$ cat config.mk
export PLATFORM = sky130hd
export DESIGN_NAME = ram_access_arbiter
export DESIGN_NICKNAME = d
export VERILOG_FILES = /design/src/rtl/ram_access_arbiter_pkg.sv /design/src/rtl/rr_arbiter2.sv /design/src/rtl/ram_access_arbiter.sv
export SDC_FILE = /design/constraint.sdc
export NUM_CORES = 1
export LEC_CHECK = 0
export ABC_AREA = 1
export ABC_CLOCK_PERIOD_IN_PS = 3580
export BUFFER_PORTS_ARGS = -buffer_cell sky130_fd_sc_hd__buf_2
export CAP_MARGIN = 20
export CORE_MARGIN = 8
export CORE_UTILIZATION = 36
export DETAILED_ROUTE_END_ITERATION = 12
export GPL_ROUTABILITY_DRIVEN = 0
export PLACE_DENSITY = 0.65
export SLEW_MARGIN = 20
export SYNTH_ARGS = -nofsm -noshare
export SYNTH_HDL_FRONTEND = slang
export SYNTH_SLANG_ARGS = --single-unit
$ cat constraint.sdc
create_clock -name clk -period 3.58 [get_ports clk]
set_clock_uncertainty 0.1 [all_clocks]
set_input_delay 0.179 -clock clk [delete_from_list [all_inputs] [get_ports clk]]
set_output_delay 0.179 -clock clk [all_outputs]
set_load 0.02 [all_outputs]
$ cat src/rtl/ram_access_arbiter_pkg.sv
// Shared constants for the data RAM/IO path: exception codes, access widths
// and the arbiter state encoding.
package ram_access_arbiter_pkg;

  localparam int EXCEPTION_LEN = 4;

  localparam logic [EXCEPTION_LEN-1:0] EXCEP_OK                = 4'd0;
  localparam logic [EXCEPTION_LEN-1:0] EXCEP_INVALID_MEM_READ  = 4'd5;
  localparam logic [EXCEPTION_LEN-1:0] EXCEP_MISALIGNED_MEM    = 4'd6;
  localparam logic [EXCEPTION_LEN-1:0] EXCEP_INVALID_MEM_WRITE = 4'd7;

  localparam logic [1:0] MEM_WIDTH_BYTE = 2'd0;
  localparam logic [1:0] MEM_WIDTH_HALF = 2'd1;
  localparam logic [1:0] MEM_WIDTH_WORD = 2'd2;

  typedef enum logic [1:0] {
    ARB_IDLE  = 2'd0,
    ARB_ISSUE = 2'd1,
    ARB_RESP  = 2'd2
  } arb_state_e;

  // Code reported when the access unit never answers.
  function automatic logic [EXCEPTION_LEN-1:0] timeout_code(input logic is_read);
    return is_read ? EXCEP_INVALID_MEM_READ : EXCEP_INVALID_MEM_WRITE;
  endfunction

endpackage

$ cat src/rtl/rr_arbiter2.sv
// Two-way round-robin pick: with both requesting, the one not granted last
// time wins; otherwise the lone requester wins.
module rr_arbiter2 (
  input  logic [1:0] req_i,
  input  logic       last_grant_i,
  output logic       grant_o,
  output logic       any_o
);

  always_comb begin
    any_o = |req_i;
    if (&req_i) begin
      grant_o = ~last_grant_i;
    end else begin
      grant_o = req_i[1];
    end
  end

endmodule

$ cat src/rtl/ram_access_arbiter.sv
// Two-master arbiter in front of the data RAM/IO access unit: grants one
// request at a time, holds it stable into the unit, and acks the winner.
module ram_access_arbiter
  import ram_access_arbiter_pkg::*;
#(
  parameter int TIMEOUT_CYCLES = 16,
  parameter int TMO_W          = $clog2(TIMEOUT_CYCLES + 1)
) (
  input  logic                     clk,
  input  logic                     rst,
  input  logic [1:0]               mReq_In,
  input  logic [31:0]              m0Addr_In,
  input  logic [31:0]              m1Addr_In,
  input  logic [31:0]              m0Data_In,
  input  logic [31:0]              m1Data_In,
  input  logic [1:0]               m0Width_In,
  input  logic [1:0]               m1Width_In,
  input  logic                     m0IsRead_In,
  input  logic                     m1IsRead_In,
  output logic [1:0]               mAck_Out,
  output logic [31:0]              mData_Out,
  output logic [EXCEPTION_LEN-1:0] mException_Out,
  output logic [31:0]              ramAddr_Out,
  output logic [31:0]              ramData_Out,
  output logic [1:0]               ramWidth_Out,
  output logic                     ramIsRead_Out,
  output logic                     ramValid_Out,
  input  logic [EXCEPTION_LEN-1:0] ramException_In,
  input  logic [31:0]              ramData_In,
  input  logic                     ramOK_In
);

  arb_state_e state_q, state_d;

  logic                     owner_q, owner_d;
  logic                     last_grant_q, last_grant_d;
  logic [31:0]              addr_q, addr_d;
  logic [31:0]              wdata_q, wdata_d;
  logic [1:0]               width_q, width_d;
  logic                     is_read_q, is_read_d;
  logic [31:0]              rdata_q, rdata_d;
  logic [EXCEPTION_LEN-1:0] exc_q, exc_d;
  logic [TMO_W-1:0]         cnt_q, cnt_d;

  logic win;
  logic any_req;
  logic tmo_hit;
  logic ram_exc;

  logic [31:0] req_addr  [2];
  logic [31:0] req_wdata [2];
  logic [1:0]  req_width [2];
  logic        req_read  [2];

  always_comb begin
    req_addr[0]  = m0Addr_In;
    req_addr[1]  = m1Addr_In;
    req_wdata[0] = m0Data_In;
    req_wdata[1] = m1Data_In;
    req_width[0] = m0Width_In;
    req_width[1] = m1Width_In;
    req_read[0]  = m0IsRead_In;
    req_read[1]  = m1IsRead_In;
  end

  rr_arbiter2 u_rr (
    .req_i       (mReq_In),
    .last_grant_i(last_grant_q),
    .grant_o     (win),
    .any_o       (any_req)
  );

  assign tmo_hit = (cnt_q == TMO_W'(TIMEOUT_CYCLES - 1));
  assign ram_exc = (ramException_In != EXCEP_OK);

  always_ff @(posedge clk or posedge rst) begin
    if (rst) begin
      state_q <= ARB_IDLE;
    end else begin
      state_q <= state_d;
    end
  end

  always_comb begin
    state_d = state_q;
    case (state_q)
      ARB_IDLE:  if (any_req) state_d = ARB_ISSUE;
      ARB_ISSUE: if (ram_exc || ramOK_In || tmo_hit) state_d = ARB_RESP;
      ARB_RESP:  state_d = ARB_IDLE;
      default:   state_d = ARB_IDLE;
    endcase
  end

  // Request latch, completion capture and timeout counter.
  always_comb begin
    owner_d      = owner_q;
    last_grant_d = last_grant_q;
    addr_d       = addr_q;
    wdata_d      = wdata_q;
    width_d      = width_q;
    is_read_d    = is_read_q;
    rdata_d      = rdata_q;
    exc_d        = exc_q;
    cnt_d        = cnt_q;
    case (state_q)
      ARB_IDLE: begin
        if (any_req) begin
          owner_d      = win;
          last_grant_d = win;
          addr_d       = req_addr[win];
          wdata_d      = req_wdata[win];
          width_d      = req_width[win];
          is_read_d    = req_read[win];
        end
      end
      ARB_ISSUE: begin
        cnt_d = cnt_q + TMO_W'(1);
        if (ram_exc) begin
          exc_d   = ramException_In;
          rdata_d = '0;
        end else if (ramOK_In) begin
          exc_d   = EXCEP_OK;
          rdata_d = is_read_q ? ramData_In : '0;
        end else if (tmo_hit) begin
          exc_d   = timeout_code(is_read_q);
          rdata_d = '0;
        end
      end
      ARB_RESP: cnt_d = '0;
      default:  cnt_d = '0;
    endcase
  end

  always_ff @(posedge clk or posedge rst) begin
    if (rst) begin
      owner_q      <= 1'b0;
      last_grant_q <= 1'b1;
      addr_q       <= '0;
      wdata_q      <= '0;
      width_q      <= '0;
      is_read_q    <= 1'b0;
      rdata_q      <= '0;
      exc_q        <= EXCEP_OK;
      cnt_q        <= '0;
    end else begin
      owner_q      <= owner_d;
      last_grant_q <= last_grant_d;
      addr_q       <= addr_d;
      wdata_q      <= wdata_d;
      width_q      <= width_d;
      is_read_q    <= is_read_d;
      rdata_q      <= rdata_d;
      exc_q        <= exc_d;
      cnt_q        <= cnt_d;
    end
  end

  // Outputs decode from state so reset silences them without waiting for a clock.
  always_comb begin
    ramValid_Out   = (state_q == ARB_ISSUE);
    mAck_Out       = 2'b00;
    mData_Out      = '0;
    mException_Out = EXCEP_OK;
    if (state_q == ARB_RESP) begin
      mAck_Out[owner_q] = 1'b1;
      mData_Out         = rdata_q;
      mException_Out    = exc_q;
    end
    ramAddr_Out   = addr_q;
    ramData_Out   = wdata_q;
    ramWidth_Out  = width_q;
    ramIsRead_Out = is_read_q;
  end

endmodule
* Word-level counts from Yosys, hierarchy flattened
Cells that the tools add are included.
** Storage, ports and cells
- Bits in registers :: 112
- Output and inout port bits :: 106
** Operators by class
- Add/subtract/negate cells :: 1
- $lt $le $gt $ge :: 3
- Equal/unequal tests :: 5
- Muxes and demuxes :: 30
- Bitwise operators :: 2
- Reductions and logical operators :: 11
** Operator list (count)
- 32-bit 2-to-1 mux :: 11
- 4-bit 2-to-1 mux :: 4
- 2-bit 2-to-1 mux :: 7
- 5-bit one-hot mux with 2 select lines :: 1
- 2-bit AND reduction :: 4
- 5-bit by 1-bit adder with 5-bit output (second input constant) :: 1
- 5-bit by 4-bit equality test with 1-bit output (second input constant) :: 1
- 1-bit 2-to-1 mux :: 5
- 2-bit one-hot mux with 2 select lines :: 1
- 4-bit nonzero test :: 1
- 3-bit nonzero test :: 1
- 2-bit by 1-bit equality test with 1-bit output (second input constant) :: 1
- 2-bit equality test (second input constant) :: 1
- 2-bit greater-or-equal comparator (second input constant) :: 1
- 2-bit zero test :: 1
- 1-bit logical OR :: 2
- 1-bit by 2-bit less-than comparator with 1-bit output (second input constant) :: 1
- 2-bit by 1-bit inequality test with 1-bit output (second input constant) :: 1
- 2-bit inequality test (second input constant) :: 1
- 1-bit inverter with 2-bit output :: 1
- 2-bit OR reduction :: 1
- 1-bit demux with 1-bit select :: 1
- 1-bit greater-or-equal comparator (second input constant) :: 1
- 1-bit logical AND :: 1
- 1-bit inverter :: 1

* Depth between registers and ports, before layout
Gate-level depths: netlist (run 1).
- Depth after elaboration :: 6
- Mapped depth :: 10
- Depth with buffers taken out :: 9

* By module
From an unflattened synthesis (run 1), not the netlist that was laid out.
** Unflattened totals
- Cell total of the unflattened synthesis :: 794
- Area total of the unflattened synthesis :: 5834.3 um^2
** Modules (own cells, without submodules)
- ram_access_arbiter :: instances 1, cells an instance 791, area an instance 5819.3 um^2, sequential area each 2803.9 um^2
- rr_arbiter2 :: instances 1, cells an instance 3, area an instance 15.0 um^2, sequential area each 0.0 um^2

* Worst setup path after synthesis (run 1)
No wires, ideal clock.
- Path kind :: flip-flop to flip-flop
- Start point :: reg cnt_q[0]
- End point :: reg rdata_q[10]
- Setup time :: 0.117 ns
- Arrival time :: 1.553 ns
- Data required time :: 3.363 ns
- Setup slack :: 1.810 ns
- Stages on the path, launching flop included :: 11
- Path buffers :: 1
- Path through :: dfrtp_1 > ha_1 > and3_1 > ha_1 > nor2_1 > nand3_1 > nand2_2 > inv_4 > buf_6 > nand2_1 > nand2_1
** On the way
- Cells in the longest elaborated chain, start to end :: 3
** RTL lines
- start, declared :: line ram_access_arbiter.sv:43 : logic [TMO_W-1:0] cnt_q, cnt_d;
- start signal, assigned :: line ram_access_arbiter.sv:154 : cnt_q <= cnt_d;
- 5-bit by 4-bit equality test with 1-bit output :: line ram_access_arbiter.sv:73 : assign tmo_hit = (cnt_q == TMO_W'(TIMEOUT_CYCLES - 1));
- 3-bit nonzero test (no line)
- 2-bit AND reduction (no line)
- end signal, assigned :: line ram_access_arbiter.sv:152 : rdata_q <= rdata_d;
- end, declared :: line ram_access_arbiter.sv:41 : logic [31:0] rdata_q, rdata_d;
No other way between the ends.
A chain may end at the register's enable or synchronous reset.

* Final worst setup path (run 1)
- Start point :: reg last_grant_q
- End point :: reg wdata_q[14] (netlist: ramData_Out[14])
** On the way
- Cells in the longest elaborated chain, start to end :: 6
** RTL lines
- start, declared :: line ram_access_arbiter.sv:36 : logic last_grant_q, last_grant_d;
- start signal, assigned :: line ram_access_arbiter.sv:147 : last_grant_q <= last_grant_d;
- 1-bit inverter :: line rr_arbiter2.sv:13 : grant_o = ~last_grant_i;
- 1-bit 2-to-1 mux :: line rr_arbiter2.sv:12 : if (&req_i) begin
- 1-bit inverter with 2-bit output (implied by the code) :: line ram_access_arbiter.sv:111 : wdata_d = req_wdata[win];
- 32-bit 2-to-1 mux (implied by the code) (3 in a row) :: line ram_access_arbiter.sv:111
- end signal, assigned :: line ram_access_arbiter.sv:149 : wdata_q <= wdata_d;
- end, declared :: line ram_access_arbiter.sv:38 : logic [31:0] wdata_q, wdata_d;
No other way between the ends. The select of a mux whose other input is x is not followed.

==> flow_summary_export.csv, run 1 <==
group,metric,value,unit
min_path,min-delay-path-class,"in -> reg",
synthesis,yosys.cell_types.count,24,
pwr,comb_power_share,0.458,
pwr,p_total,5.548,mW
pwr,vdd.ir_drop.worst,0.3844,mV
placed_design,hpwlAfterDp,13.33,mm
sta,fmax,460.3,MHz
clock_tree,cts.sinks,112,
grt,grt_use_total,0.1823,
clock_tree,root_buffer_cell,"clkbuf_16",
layout,multi_input_gate_area_in_the_final_layout,0.002280,sq mm
pwr,p_int,3.103,mW
grt,antenna_found_initial,0,
setup_path,r2r_setup_slack,1410,ps
sta,final_period_minus_worst_setup_slack,2172,ps
setup_path,cp_required,3710,ps
sta,crit_share_post_route,0.6068,
detailed_routing,detail_route.iter0.violations,217,
setup_path,critical_path.most_common_cell,"nand2_1",
setup_path,timing.critical_path.arrival,2300,ps
clock_tree,tritoncts,"done",
layout,nNetsFinal,1290,
min_path,worst_hold_path.num_cells,3,
die,dieArea,0.02030,sq mm
setup_path,crit_chain,"nand2_1, nand2_4, buf_4, nand2_1, o211ai_1, nand2_1",
setup_path,timing.critical_path.slowest_stage_cell,"dfstp_2",
pwr,switchingPower,2.445,mW
layout,register_area,0.002804,sq mm
clock_tree,clk_transition_reported_paths,70,ps
clock_tree,post_cts_resize_count,0,
setup_path,rr_endpoint,"ramData_Out[14]",
clock_tree,cts_max_path_bufs,2,
synthesis,synth_nets,970,
sta,timing_hold_violations_final,0,
placed_design,place.port_buffers,280,
die,placeableCoreArea,0.01577,sq mm
die,initial_utilization,0.3652,
die,fp.dieH,142.5,um
detailed_routing,routedWlPerCell,13.96,um
pwr,share_clk_of_total_power,0.184,
synthesis,post_synth.cell_area_avg,7.263,sq um
grt,grt.overflow.total,0,
detailed_routing,drcViolationCount,0,
min_path,min_delay_worst_endpoint,"ramAddr_Out[15]",
sta,slew-limit-headroom,0.3454,
clock_tree,h-tree-depth,3,
clock_tree,worst_skew_pair.late_latency,340,ps
layout,n_antenna_cell,0,
setup_path,worst-setup-path-type,"reg -> reg",
setup_path,cp_launch_type,"register",
layout,fill_cells,1533,
die,row_count,46,
layout,fin_cells,1334,
grt,vias_in_the_first_global_route,5835,
grt,wire_length_of_the_first_global_routing_pass,29.54,mm
sta,grt_setup_unrepaired,"no",
sta,max_slew.worst_pin.slew,980.9,ps
synthesis,synthesis.yosys.warnings,0,
layout,fin_util,0.5212,
pwr,static_power_due_to_leakage,4.666,nW
sta,report.final.slew_viol_count,0,
setup_path,maximum_single_stage_delay_on_the_critical_path,540,ps
detailed_routing,dr_total_vias,5886,
layout,stdcell_area,0.008219,sq mm
placed_design,placed_cells_incl_taps,1253,
pwr,switching_share,0.4407,
detailed_routing,antenna_violating_nets_post_route,0,
placed_design,dpl-instance-area,0.007266,sq mm
setup_path,crit_path_end_kind,"register",
min_path,min_from,"m1Addr_In[15]",
detailed_routing,routed_vias_inst,4.412,
synthesis,synth.cell_area,0.005759,sq mm
synthesis,yosys_register_bits,112,
pwr,power_per_cell_area,675.0,mW/mm^2
layout,share_of_post_route_cells_with_drive_strength_above_1,0.2809,
layout,area_growth,42.71,%
setup_path,reg2reg_depth,6,
sta,setup_violations,0,
detailed_routing,finalWirelength,18.63,mm
clock_tree,number_of_cts_inserted_buffers,9,
synthesis,yosysSeqAreaShare,0.4869,
die,die_w,142.5,um
pwr,share_seq_of_total_power,0.358,
setup_path,critical_path_peak_fanout,77,
setup_path,origin_of_the_critical_flop_to_flop_path,"last_grant_q",
die,ios,281,
sta,fin_setup_tns,0,ps
grt,pin_count_of_the_biggest_net_entering_global_routing,78,
run_status,status,"finished, final reports clean",
synthesis,syn-instance-count,793,
flow_run,max_cap_violation_count,0,
detailed_routing,drt-pass1-iter-count,4,
==> cells in the final DEF (no fill, tap or decap) <==
cell type      instances
nand2_1              355
buf_2                280
inv_1                111
dfrtp_1              111
nor2_1                77
o211ai_1              67
dlygate4sd3_1         65
clkbuf_16              9
buf_4                  7
nand3_1                5
inv_2                  3
nand2_2                3
nor2_4                 2
o21ai_0                2
inv_4                  2
ha_1                   2
clkbuf_1               2
clkinvlp_4             2
nand2_4                1
a21oi_1                1
nor3b_1                1
nor3_1                 1
nand3b_1               1
and3_1                 1
o22ai_1                1
o21ai_1                1
bufinv_16              1
clkbuf_8               1
clkinv_4               1
dfstp_2                1
buf_12                 1
==> metrics by stage <==
step / hold WS (ps) / setup slack [ps]
6_report: 15.46 / 1408
5_1_grt: 14.28 / 1255
4_1_cts: 1.337 / 1437
3_5_place_dp: 251.2 / 1449
3_3_place_gp: 247.0 / 1500
2_1_floorplan: 188.6 / 343.7
==> synth_stat cells <==
master      n  area share
o21ai_1     1     0.00087
nor2_4      2      0.0039
buf_4       5      0.0065
and3_1      1      0.0011
o21ai_0     2      0.0017
inv_2       3      0.0020
inv_1     112       0.073
nor3_1      1     0.00087
nand2_1   357        0.23
nor2_1     77       0.050
o211ai_1   67       0.087
o22ai_1     1      0.0011
buf_6       5      0.0098
ha_1        2      0.0043
nand3_1     5      0.0043
nand2_2     2      0.0022
nor3b_1     1      0.0013
nand3b_1    1      0.0013
dfstp_2     1      0.0046
dfrtp_1   111        0.48
clkbuf_1   13      0.0085
a21oi_1     1     0.00087
inv_4       1      0.0011
buf_2      21       0.018
==> kinds of logic (layout without fill, tap and decap cells) <==
kind of cell,count (synthesis),count (layout),share of synthesized area
DFF,112,112,0.4869
adders and majority gates,2,2,0.004344
buffers and inverters,160,485,0.1191
and+or+nand+nor,447,447,0.2979
AOI/OAI and AO/OA,72,72,0.09190
==> flip-flops by register name (all words and copies together), names as in the netlist <==
register,flops
ramIsRead_Out,1
owner_q,1
ramWidth_Out,2
state_q,2
ramData_Out,32
ramAddr_Out,32
cnt_q,5
rdata_q,32
last_grant_q,1
exc_q,4
==> layer usage <==
metal | GRT usage | wire [um] | up-vias | part of all wire
met2 | 0.2818 | 8431 | 227 | 0.45
li1 | - | - | 3033 | -
met5 | 0 | 0 | - | 0
met1 | 0.2298 | 7999 | 2600 | 0.43
met3 | 0.06105 | 1773 | 26 | 0.095
met4 | 0.07271 | 423 | 0 | 0.023
==> worst max-delay path: cells and delay by family, from the launching register on <==
family                 cells  cell delay [ps]
AO/OA/AOI/OAI              1              110
buffers and inverters      1              430
flip-flops                 1              540
AND/OR/NAND/NOR            4              840
==> cell type report <==
class                   instances  share of cell area
clock buffers                  12             0.02999
clock inverters                 4            0.006546
inverters                     116             0.05358
multi-input cells             521              0.2774
flip-flops and latches        112              0.3411
well taps                     216             0.03288
repair buffers                353              0.2585
==> repair_timing <==
action                                 CTS  global route
endpoints found under the hold margin  117             2
setup buffers                            0             0
hold buffers                            63             2
==> worst max-delay path by stage <==
| stage | cells after the start | from | to |
|---|---|---|---|
| after floorplan | 1 | rst | cnt_q[0] |
| after global placement | 6 | last_grant_q | ramData_Out[7] |
| after detailed placement | 6 | last_grant_q | ramData_Out[14] |
| after CTS | 6 | last_grant_q | ramData_Out[14] |
| after global routing | 6 | last_grant_q | ramData_Out[14] |
| final | 6 | last_grant_q | ramData_Out[14] |
==> power groups by stage <==
| stage | Clock, mW | Combinational [mW] | Sequential [mW] |
|---|---|---|---|
| 4_1_cts | 1.06 | 2.58 | 1.99 |
| 6_report | 1.02 | 2.54 | 1.99 |
| 3_3_place_gp | 0 | 2.50 | 1.99 |
| 2_1_floorplan | 0 | 1.24 | 2.45 |
| 3_5_place_dp | 0 | 2.54 | 1.98 |
| 5_1_grt | 1.11 | 2.81 | 2.04 |
Note: power is estimated with default switching activity, not from simulation.
==> inputs of run 2 (changes only) <==
--- a/config.mk
+++ b/config.mk
@@ -6,7 +6,7 @@
 export NUM_CORES = 1
 export LEC_CHECK = 0
 export ABC_AREA = 1
-export ABC_CLOCK_PERIOD_IN_PS = 3580
+export ABC_CLOCK_PERIOD_IN_PS = 2270
 export BUFFER_PORTS_ARGS = -buffer_cell sky130_fd_sc_hd__buf_2
 export CAP_MARGIN = 20
 export CORE_MARGIN = 8
==> constraint.sdc (replaced) <==
create_clock -name clk -period 2.27 [get_ports clk]
set_clock_uncertainty 0.1 [all_clocks]
set_input_delay 0.1135 -clock clk [delete_from_list [all_inputs] [get_ports clk]]
set_output_delay 0.1135 -clock clk [all_outputs]
set_load 0.02 [all_outputs]
==> run 2 against run 1 <==
  * Cell count up 7.6%
  * First-iteration DRC count grew 38%
  * Critical path depth is 2 higher
  * Non-clock buffer count is 100 higher
  * Total power increased by 76%
  * Cell area up 14%
  * Sequential power grew 58%
  * Fmax rose by 5.2%
  * Sequential share of layout area down 4.1 points
  * Register-to-register slack worse by 1200 ps
  * Global-route usage is 1.9 points higher
  * Worst hold slack lost 9.5 ps
  * Critical path type unchanged
  * Largest power group unchanged
==> flow_summary_export.csv, run 2 (synthesis results as in run 1) <==
group,metric,value,unit
flow_run,max_cap_violation_count,0,
setup_path,timing.critical_path.arrival,2200,ps
sta,grt_setup_unrepaired,"no",
setup_path,worst-setup-path-type,"reg -> reg",
setup_path,crit_path_end_kind,"register",
layout,fill_cells,1390,
grt,pin_count_of_the_biggest_net_entering_global_routing,64,
sta,final_period_minus_worst_setup_slack,2065,ps
placed_design,place.port_buffers,280,
detailed_routing,drcViolationCount,0,
detailed_routing,routedWlPerCell,14.56,um
run_status,status,"finished, final reports clean",
clock_tree,cts.sinks,112,
sta,report.final.slew_viol_count,0,
clock_tree,tritoncts,"done",
detailed_routing,detail_route.iter0.violations,300,
grt,gr-usage-met3,0.06676,
placed_design,dpl-instance-area,0.007375,sq mm
grt,vias_in_the_first_global_route,6683,
die,ios,281,
clock_tree,cts_max_path_bufs,2,
grt,wire_length_of_the_first_global_routing_pass,33.02,mm
setup_path,critical_path_buf_inv_count,3,
grt,grt.met1_usage,0.2343,
clock_tree,worst_skew_pair.late_latency,340,ps
pwr,static_power_due_to_leakage,5.081,nW
layout,share_of_post_route_cells_with_drive_strength_above_1,0.2699,
setup_path,cp_required,2400,ps
sta,max_slew.worst_pin.slew,630.4,ps
setup_path,crit_chain,"nand2_2, nand2_8, buf_4, buf_4, nand2_1, o211ai_1, dlygate4sd3_1, nand2_1",
placed_design,hpwlAfterDp,13.79,mm
sta,setup_violations,0,
sta,crit_share_post_route,0.9097,
layout,area_growth,62.39,%
setup_path,critPathTopFamily,"buffers and inverters",
die,initial_utilization,0.3652,
sta,post-route-worst-setup-slack,205.0,ps
die,fp.dieH,142.5,um
die,placeableCoreArea,0.01577,sq mm
min_path,min-delay-path-class,"in -> reg",
grt,grt_use_total,0.2017,
detailed_routing,dr_total_vias,6481,
grt,groute.layer.met2.usage,0.3379,
sta,fin_setup_tns,0,ps
die,dieArea,0.02030,sq mm
clock_tree,h-tree-depth,3,
die,die_w,142.5,um
pwr,power_per_cell_area,1044,mW/mm^2
detailed_routing,drt-pass1-iter-count,4,
detailed_routing,antenna_violating_nets_post_route,0,
setup_path,maximum_single_stage_delay_on_the_critical_path,580,ps
clock_tree,clk_transition_reported_paths,70,ps
clock_tree,root_buffer_cell,"clkbuf_16",
grt,antenna_found_initial,1,
grt,top_usage_layer,"met2",
setup_path,critical_path_peak_fanout,6,
sta,slew-limit-headroom,0.5789,
placed_design,dp_slack,417.4,ps
layout,most_common_cell_after_layout_fill_and_taps_aside,"nand2_1",
setup_path,cp_launch_type,"register",
detailed_routing,routed_vias_inst,4.513,
sta,timing_hold_violations_final,0,
layout,layout.cells.most_common_list,"355 x nand2_1, 280 x buf_2, 153 x dlygate4sd3_1",
detailed_routing,finalWirelength,20.90,mm
die,row_count,46,
layout,stdcell_area,0.009353,sq mm
layout,nNetsFinal,1391,
grt,grt.overflow.total,0,
clock_tree,number_of_cts_inserted_buffers,9,
pwr,vdd.ir_drop.worst,0.6202,mV
sta,fmax,484.3,MHz
setup_path,timing.critical_path.slowest_stage_cell,"dlygate4sd3_1",
run 2: report_power, final:
part | internal [mW] | total (mW) | switching, mW
Clock | 1.23 | 1.97 | 0.738
Sequential | 2.72 | 3.14 | 0.421
Combinational | 1.77 | 4.65 | 2.88
run 2: repair_timing:
action | 4_1_cts | 5_1_grt
hold buffers | 153 | 0
buffers inserted | 0 | 6
gates resized for setup | 0 | 2
endpoints found under the hold margin | 123 | 0
setup endpoints to repair | 0 | 34
run 2: metrics by stage:
stage / hold WS [ps] / instances / power (mW) / util
6_report: 5.930 / 1436 / 9.762 / 0.5931
5_1_grt: 7.233 / 1436 / 10.42 / 0.5931
4_1_cts: 0.3336 / 1428 / 9.760 / 0.5886
3_5_place_dp: 120.5 / 1259 / 7.238 / 0.4676
3_3_place_gp: 119.2 / 1259 / 7.211 / 0.4676
2_1_floorplan: 123.1 / 793 / 5.821 / -
run 2: final timing paths:
| check | end | from | slack, ps | cells after the start |
|---|---|---|---|---|
| setup / recovery | ramData_Out[19] | last_grant_q | 210 | 8 |
| hold / removal | ramData_Out[11] | m0Data_In[11] | 6 | 5 |
| setup reg to reg | ramData_Out[19] | last_grant_q | 210 | 8 |
| hold reg to reg | ramData_Out[9] | ramData_Out[9] | 370 | 2 |
| max in group asynchronous | last_grant_q | rst | 1100 | 4 |
| min in group asynchronous | ramData_Out[1] | rst | 310 | 3 |
run 2: layout make-up:
type / count / area (sq um) / area share
antenna: 1 / 2.502 / 0.0002676
clock buffer: 10 / 239.0 / 0.02555
clock inverter: 6 / 137.6 / 0.01472
inverter: 116 / 441.7 / 0.04722
multi-input combinational: 522 / 2300 / 0.2459
sequential: 112 / 2804 / 0.2998
tap: 216 / 270.3 / 0.02890
timing repair buffer: 453 / 3158 / 0.3377
run 2: routing by layer:
metal,up-vias,routed length [um]
li1,3247,-
met1,2915,8483
met2,282,9917
met3,37,1960
met4,0,542
met5,-,0
run 2: tightest hold or removal path, delay by kind of cell:
| family | cells | cell delay, ps |
|---|---|---|
| compound gates | 1 | 80 |
| buf+inv | 2 | 110 |
| simple gates | 2 | 110 |
